--- src/rtl/branch_resolve.sv ---
// Branch resolution in E: compares the carried D-stage prediction with the actual outcome,
// raises a one-shot redirect, and registers the M-stage predictor update plus stat counters.
module branch_resolve #(
    parameter int CNT_W = 32
) (
    input  logic             clk,
    input  logic             rst,
    input  logic             stallE,
    input  logic             flushE,
    input  logic             stallM,
    input  logic             flushM,
    input  logic             branchD,
    input  logic             pred_takeD,
    input  logic [31:0]      pcD,
    input  logic [31:0]      targetD,
    input  logic [31:0]      fallthruD,
    input  logic             actual_takeE,
    output logic             mispredE,
    output logic [31:0]      redirect_pcE,
    output logic             branchM,
    output logic             actual_takeM,
    output logic [31:0]      pcM,
    output logic [CNT_W-1:0] branch_cnt,
    output logic [CNT_W-1:0] mispred_cnt
);

    typedef struct packed {
        logic        branch;
        logic        predTake;
        logic [31:0] pc;
        logic [31:0] target;
        logic [31:0] fallthru;
    } eReg_t;

    eReg_t eQ;
    logic  resolvedE;
    logic  mLoad;

    assign mLoad = ~flushM & ~stallM & ~stallE;

    // resolvedE masks the compare once the redirect has gone out for a stalled branch
    assign mispredE = eQ.branch & (eQ.predTake ^ actual_takeE) & ~resolvedE;
    assign redirect_pcE = mispredE ? (actual_takeE ? eQ.target : eQ.fallthru) : 32'h0;

    always_ff @(posedge clk or negedge rst) begin
        if (!rst) begin
            eQ        <= '0;
            resolvedE <= 1'b0;
        end else if (flushE) begin
            eQ        <= '0;
            resolvedE <= 1'b0;
        end else if (stallE) begin
            if (mispredE) resolvedE <= 1'b1;
        end else begin
            eQ        <= '{branchD, pred_takeD, pcD, targetD, fallthruD};
            resolvedE <= 1'b0;
        end
    end

    // A stalled E feeds bubbles so the predictor sees each branch once
    always_ff @(posedge clk or negedge rst) begin
        if (!rst) begin
            branchM      <= 1'b0;
            actual_takeM <= 1'b0;
            pcM          <= 32'h0;
        end else if (flushM) begin
            branchM      <= 1'b0;
            actual_takeM <= 1'b0;
            pcM          <= 32'h0;
        end else if (stallM) begin
            branchM      <= branchM;
        end else if (stallE) begin
            branchM      <= 1'b0;
            actual_takeM <= 1'b0;
            pcM          <= 32'h0;
        end else begin
            branchM      <= eQ.branch;
            actual_takeM <= actual_takeE;
            pcM          <= eQ.pc;
        end
    end

    always_ff @(posedge clk or negedge rst) begin
        if (!rst) begin
            branch_cnt  <= '0;
            mispred_cnt <= '0;
        end else begin
            if (mLoad && eQ.branch && branch_cnt != '1)
                branch_cnt <= branch_cnt + CNT_W'(1);
            if (mispredE && mispred_cnt != '1)
                mispred_cnt <= mispred_cnt + CNT_W'(1);
        end
    end

endmodule
--- config.mk ---
export PLATFORM = sky130hd
export DESIGN_NAME = branch_resolve
export DESIGN_NICKNAME = d
export VERILOG_FILES = /design/src/rtl/branch_resolve.sv
export SDC_FILE = /design/constraint.sdc
export NUM_CORES = 1
export LEC_CHECK = 0
export CORE_UTILIZATION = 53
export CTS_CLUSTER_SIZE = 10
export DETAILED_ROUTE_END_ITERATION = 12
export GPL_ROUTABILITY_DRIVEN = 0
export GPL_TIMING_DRIVEN = 1
export HOLD_SLACK_MARGIN = 0.08
export PLACE_DENSITY_LB_ADDON = 0.12
export SYNTH_ARGS = -nofsm -noshare
export SYNTH_HDL_FRONTEND = slang
export SYNTH_SLANG_ARGS = --single-unit
--- constraint.sdc ---
create_clock -name clk -period 6.65 [get_ports clk]
set_input_delay 1.995 -clock clk [delete_from_list [all_inputs] [get_ports clk]]
set_output_delay 1.995 -clock clk [all_outputs]
set_load 0.1 [all_outputs]
[After elaboration in Yosys (flattened, before gate mapping)]
Index checks and enable logic that the tools add are counted.
Storage, ports and cells
  bits in registers: 197
  input bits: 105
  logic and storage cells: 46
Cells by class
  add/sub/neg operators: 2
  equality and inequality tests: 5
  muxes and demuxes: 16
  bitwise logic cells: 9
  reductions and logical operators: 3
Operators by type and width (count)
  98-bit two-way mux: 2
  32-bit two-way mux: 5
  32-bit by 1-bit adder with 32-bit output, second input constant: 2
  32-bit inequality test, second input constant: 2
  1-bit two-way mux: 9
  1-bit AND: 4
  2-bit by 1-bit inequality test with 1-bit output, second input constant: 2
  1-bit inverter: 4
  1-bit logical AND: 3
  3-bit by 1-bit inequality test with 1-bit output, second input constant: 1
  1-bit XOR: 1

[Logic depth before layout (Yosys ltp)]
  depth after elaboration: 6
  mapped depth: 9
  gate-level depth less buffers: 6

[Worst setup path after synthesis]
No wires, ideal clock.
  kind: input to output
  start point: input port actual_takeE
  end point: output port redirect_pcE[10]
  arrival time: 4043 ps
  required time: 4655 ps
  setup slack: 612 ps
  stages on the path: 5
  buffers on the path: 2
  cell sequence: buf_4 xor2_1 nand3b_2 clkbuf_1 nor2_1
Between the ends
  cells in the longest elaborated chain, start to end: 4
  elaborated cells between the ends (all ways): 5
  those cells by class: mux (2); bitwise (3)
RTL lines
  from (decl): line 17  | input logic actual_takeE,
  1-bit XOR: line 42  | assign mispredE = eQ.branch & (eQ.predTake ^ actual_takeE) & ~resolvedE;
  1-bit AND (2 in a row): line 42
  32-bit two-way mux (*): line 43  | assign redirect_pcE = mispredE ? (actual_takeE ? eQ.target : eQ.fallthru) : 32'h0;
  to (decl): line 19  | output logic [31:0] redirect_pcE,
Every way passes the cells marked *; elsewhere a longest branch is shown, timed or not.

[Final worst setup path]
  start point: input port actual_takeE
  end point: output port redirect_pcE[16]
The elaborated chain is that of the path after synthesis.

==> flow_summary.json <==
{
  "critical_path_class": "input pin to output port",
  "whs_ps": 494,
  "postPlaceCellArea_um2": 11600,
  "p_leak_nw": 5.58,
  "viasPerCell": 5.39,
  "slew_violations": 0,
  "dieArea_um2": 17100,
  "yosys_most_used_dff": "dfrtp_1",
  "max_cap_viol_count": 0,
  "clk_path_buf_depth": 2,
  "netlist_instances": 763,
  "root_buffer": "clkbuf_16",
  "routed_wl_um": 21200,
  "period_share_pct": 85.8,
  "drcViolationCount": 0,
  "syn_area_per_cell_um2": 11.5,
  "drt_iter0_drc": 376,
  "finalNetCount": 1087,
  "htreeDepth": 4,
  "cts_buffers": 17,
  "worstPathArrival_ps": 3710,
  "status": "completed",
  "start_kind": "input pin",
  "core_um2": 16100,
  "cp-endpoint": "redirect_pcE[16]",
  "grt_pass1_vias": 6539,
  "grt_max_degree": 106,
  "postCtsSetupBuffers": 0,
  "rsz0062_at_grt": "false",
  "cts_tree": "done",
  "hold_path_class": "register to register",
  "finalHoldViolCount": 0,
  "ys_warn_count": 0,
  "seq_area_frac_synth_pct": 56.1,
  "syn_area_um2": 8780,
  "ctsResizeCount": 0,
  "tightestPinTransition_ps": 1050,
  "yosysUniqueCellTypes": 42,
  "tns_ps": 0,
  "synth-edff-count": 0,
  "start_util_pct": 54.7,
  "synthArstFlopShare_pct": 100,
  "crit_start": "actual_takeE",
  "fin_worst_skew_ps": 8.07,
  "ioPinCount": 236,
  "synth_top_area_share_pct": 56.1,
  "synthTopCellsByArea": "dfrtp_1 (56%), mux2i_1 (15%), nor2_1 (6.2%), xnor2_1 (4.5%), a22o_1 (3.3%)",
  "path_max_fanout": 37,
  "post-route-util_pct": 75.9,
  "grt_pass1_wl_um": 33400,
  "maxSlewHeadroom_pct": 29.8,
  "period_minus_slack_ps": 5710,
  "grt_overflow": 0,
  "via_count": 6533,
  "synth_top_area_cell": "dfrtp_1",
  "ys_ff_latch": 197,
  "syn_to_final_growth_pct": 38.8,
  "die_w_um": 131,
  "antenna_found_initial": 1,
  "global_route.usage.total_pct": 25.9,
  "end_kind": "output port",
  "dp_hpwl_um": 14600,
  "io_buffers": 235,
  "syn_nets": 870,
  "std_cell_rows": 46,
  "rrSetupSlack_ps": 3830,
  "finalPower_w": 0.00280,
  "postRouteAntennaNets": 0,
  "die_h_um": 131,
  "regToRegStartpoint": "eQ[96]",
  "ir_worst_vdd_mv": 0.205,
  "drive_gt1_share_pct": 9.26,
  "stdcell_area_um2": 12200,
  "routedWlPerCell_um": 17.5,
  "insertion_delay_ps": 430,
  "max_freq_ghz": 0.175,
  "critical_path.reg2reg.endpoint": "mispred_cnt[28]",
  "setup_viol": 0,
  "reg2regPathDepth": 6,
  "power_density_nw_per_um2": 230,
  "clock_sinks": 197,
  "ctsHoldBuffers": 0,
  "drtPass1Iterations": 4,
  "path_clk_slew_ps": 80,
  "worstPathRequired_ps": 4660
}
-- report_power, final --
part           switching, W  total, W  internal (W)
logic              0.000309  0.000478      0.000169
registers         0.0000494   0.00130       0.00125
clock network      0.000485   0.00102      0.000535
total              0.000843   0.00280       0.00196
-- worst min-delay path by stage --
stage | from | endpoint | slack [ps] | cells after the start
detailed placement | eQ[76] | pcM[12] | 480 | 1
finish | eQ[68] | pcM[4] | 490 | 1
global placement | branchM | branchM | 460 | 2
global route | eQ[73] | pcM[9] | 510 | 1
floorplan | eQ[64] | pcM[0] | 470 | 1
CTS | eQ[76] | pcM[12] | 500 | 1
-- kinds of logic (layout without fill, tap and decap cells) --
group,Yosys count,after routing,share of synthesized area (%)
muxes,133,133,15.2
adders and majority gates,2,2,0.285
AOI/OAI and AO/OA,40,40,4.23
and+or+nand+nor,283,283,15.7
buffers and inverters,48,278,2.51
DFF,197,197,56.1
other,0,3,0
xor gates and xnor gates,60,60,5.98
-- cell usage in the layout (no fill, tap or decap), types with 23 or more instances in the layout --
master and count:
a22o_1 33, nand3_1 23, nand4_1 28, dfrtp_1 197, nand2_1 31, xnor2_1 45, nor2_1 144, buf_12 34
clkdlybuf4s50_1 198, mux2i_1 130
-- flip-flops by register name (all words and copies together), names as in the netlist --
signal        flops
branchM           1
pcM              32
eQ               98
actual_takeM      1
branch_cnt       32
resolvedE         1
mispred_cnt      32
-- critical path, cell delays in order --
cell	delay [ps]
buf_2	100
xor2_1	210
nand3b_2	680
nor2_1	490
buf_12	220
-- cells in the mapped netlist (5+ instances only) --
master      n
buf_2       5
clkbuf_1   22
xnor2_1    45
xor2_1     15
inv_1       5
a22o_1     33
nor2_1    144
nand4_1    28
nor3_1     10
nand2_1    31
and4_1      8
nor4_1      6
and3_1     12
nand3_1    23
mux2i_1   130
dfrtp_1   197
buf_1      11
-- layer usage --
metal	global-route usage, %	routed length [µm]
met5	0	0
met2	41.9	10500
met4	10.6	473
met1	32.2	8790
met3	8.18	1490
-- per-stage QoR --
stage	cells	worst slack, ps
detailed placement	1177	890
floorplan	763	612
finish	1212	943
global placement	1177	998
global route	1210	793
CTS	1209	900
-- final cells by class --
type | instances | area (µm²)
Multi-Input combinational cell | 518 | 3640
Clock inverter | 15 | 158
Inverter | 5 | 18.8
Clock buffer | 17 | 425
Fill cell | 1076 | 3870
Sequential cell | 197 | 4930
Tap cell | 216 | 270
Antenna cell | 3 | 7.51
Timing Repair Buffer | 241 | 2740
No activity file was read; power rests on OpenSTA's default activity.
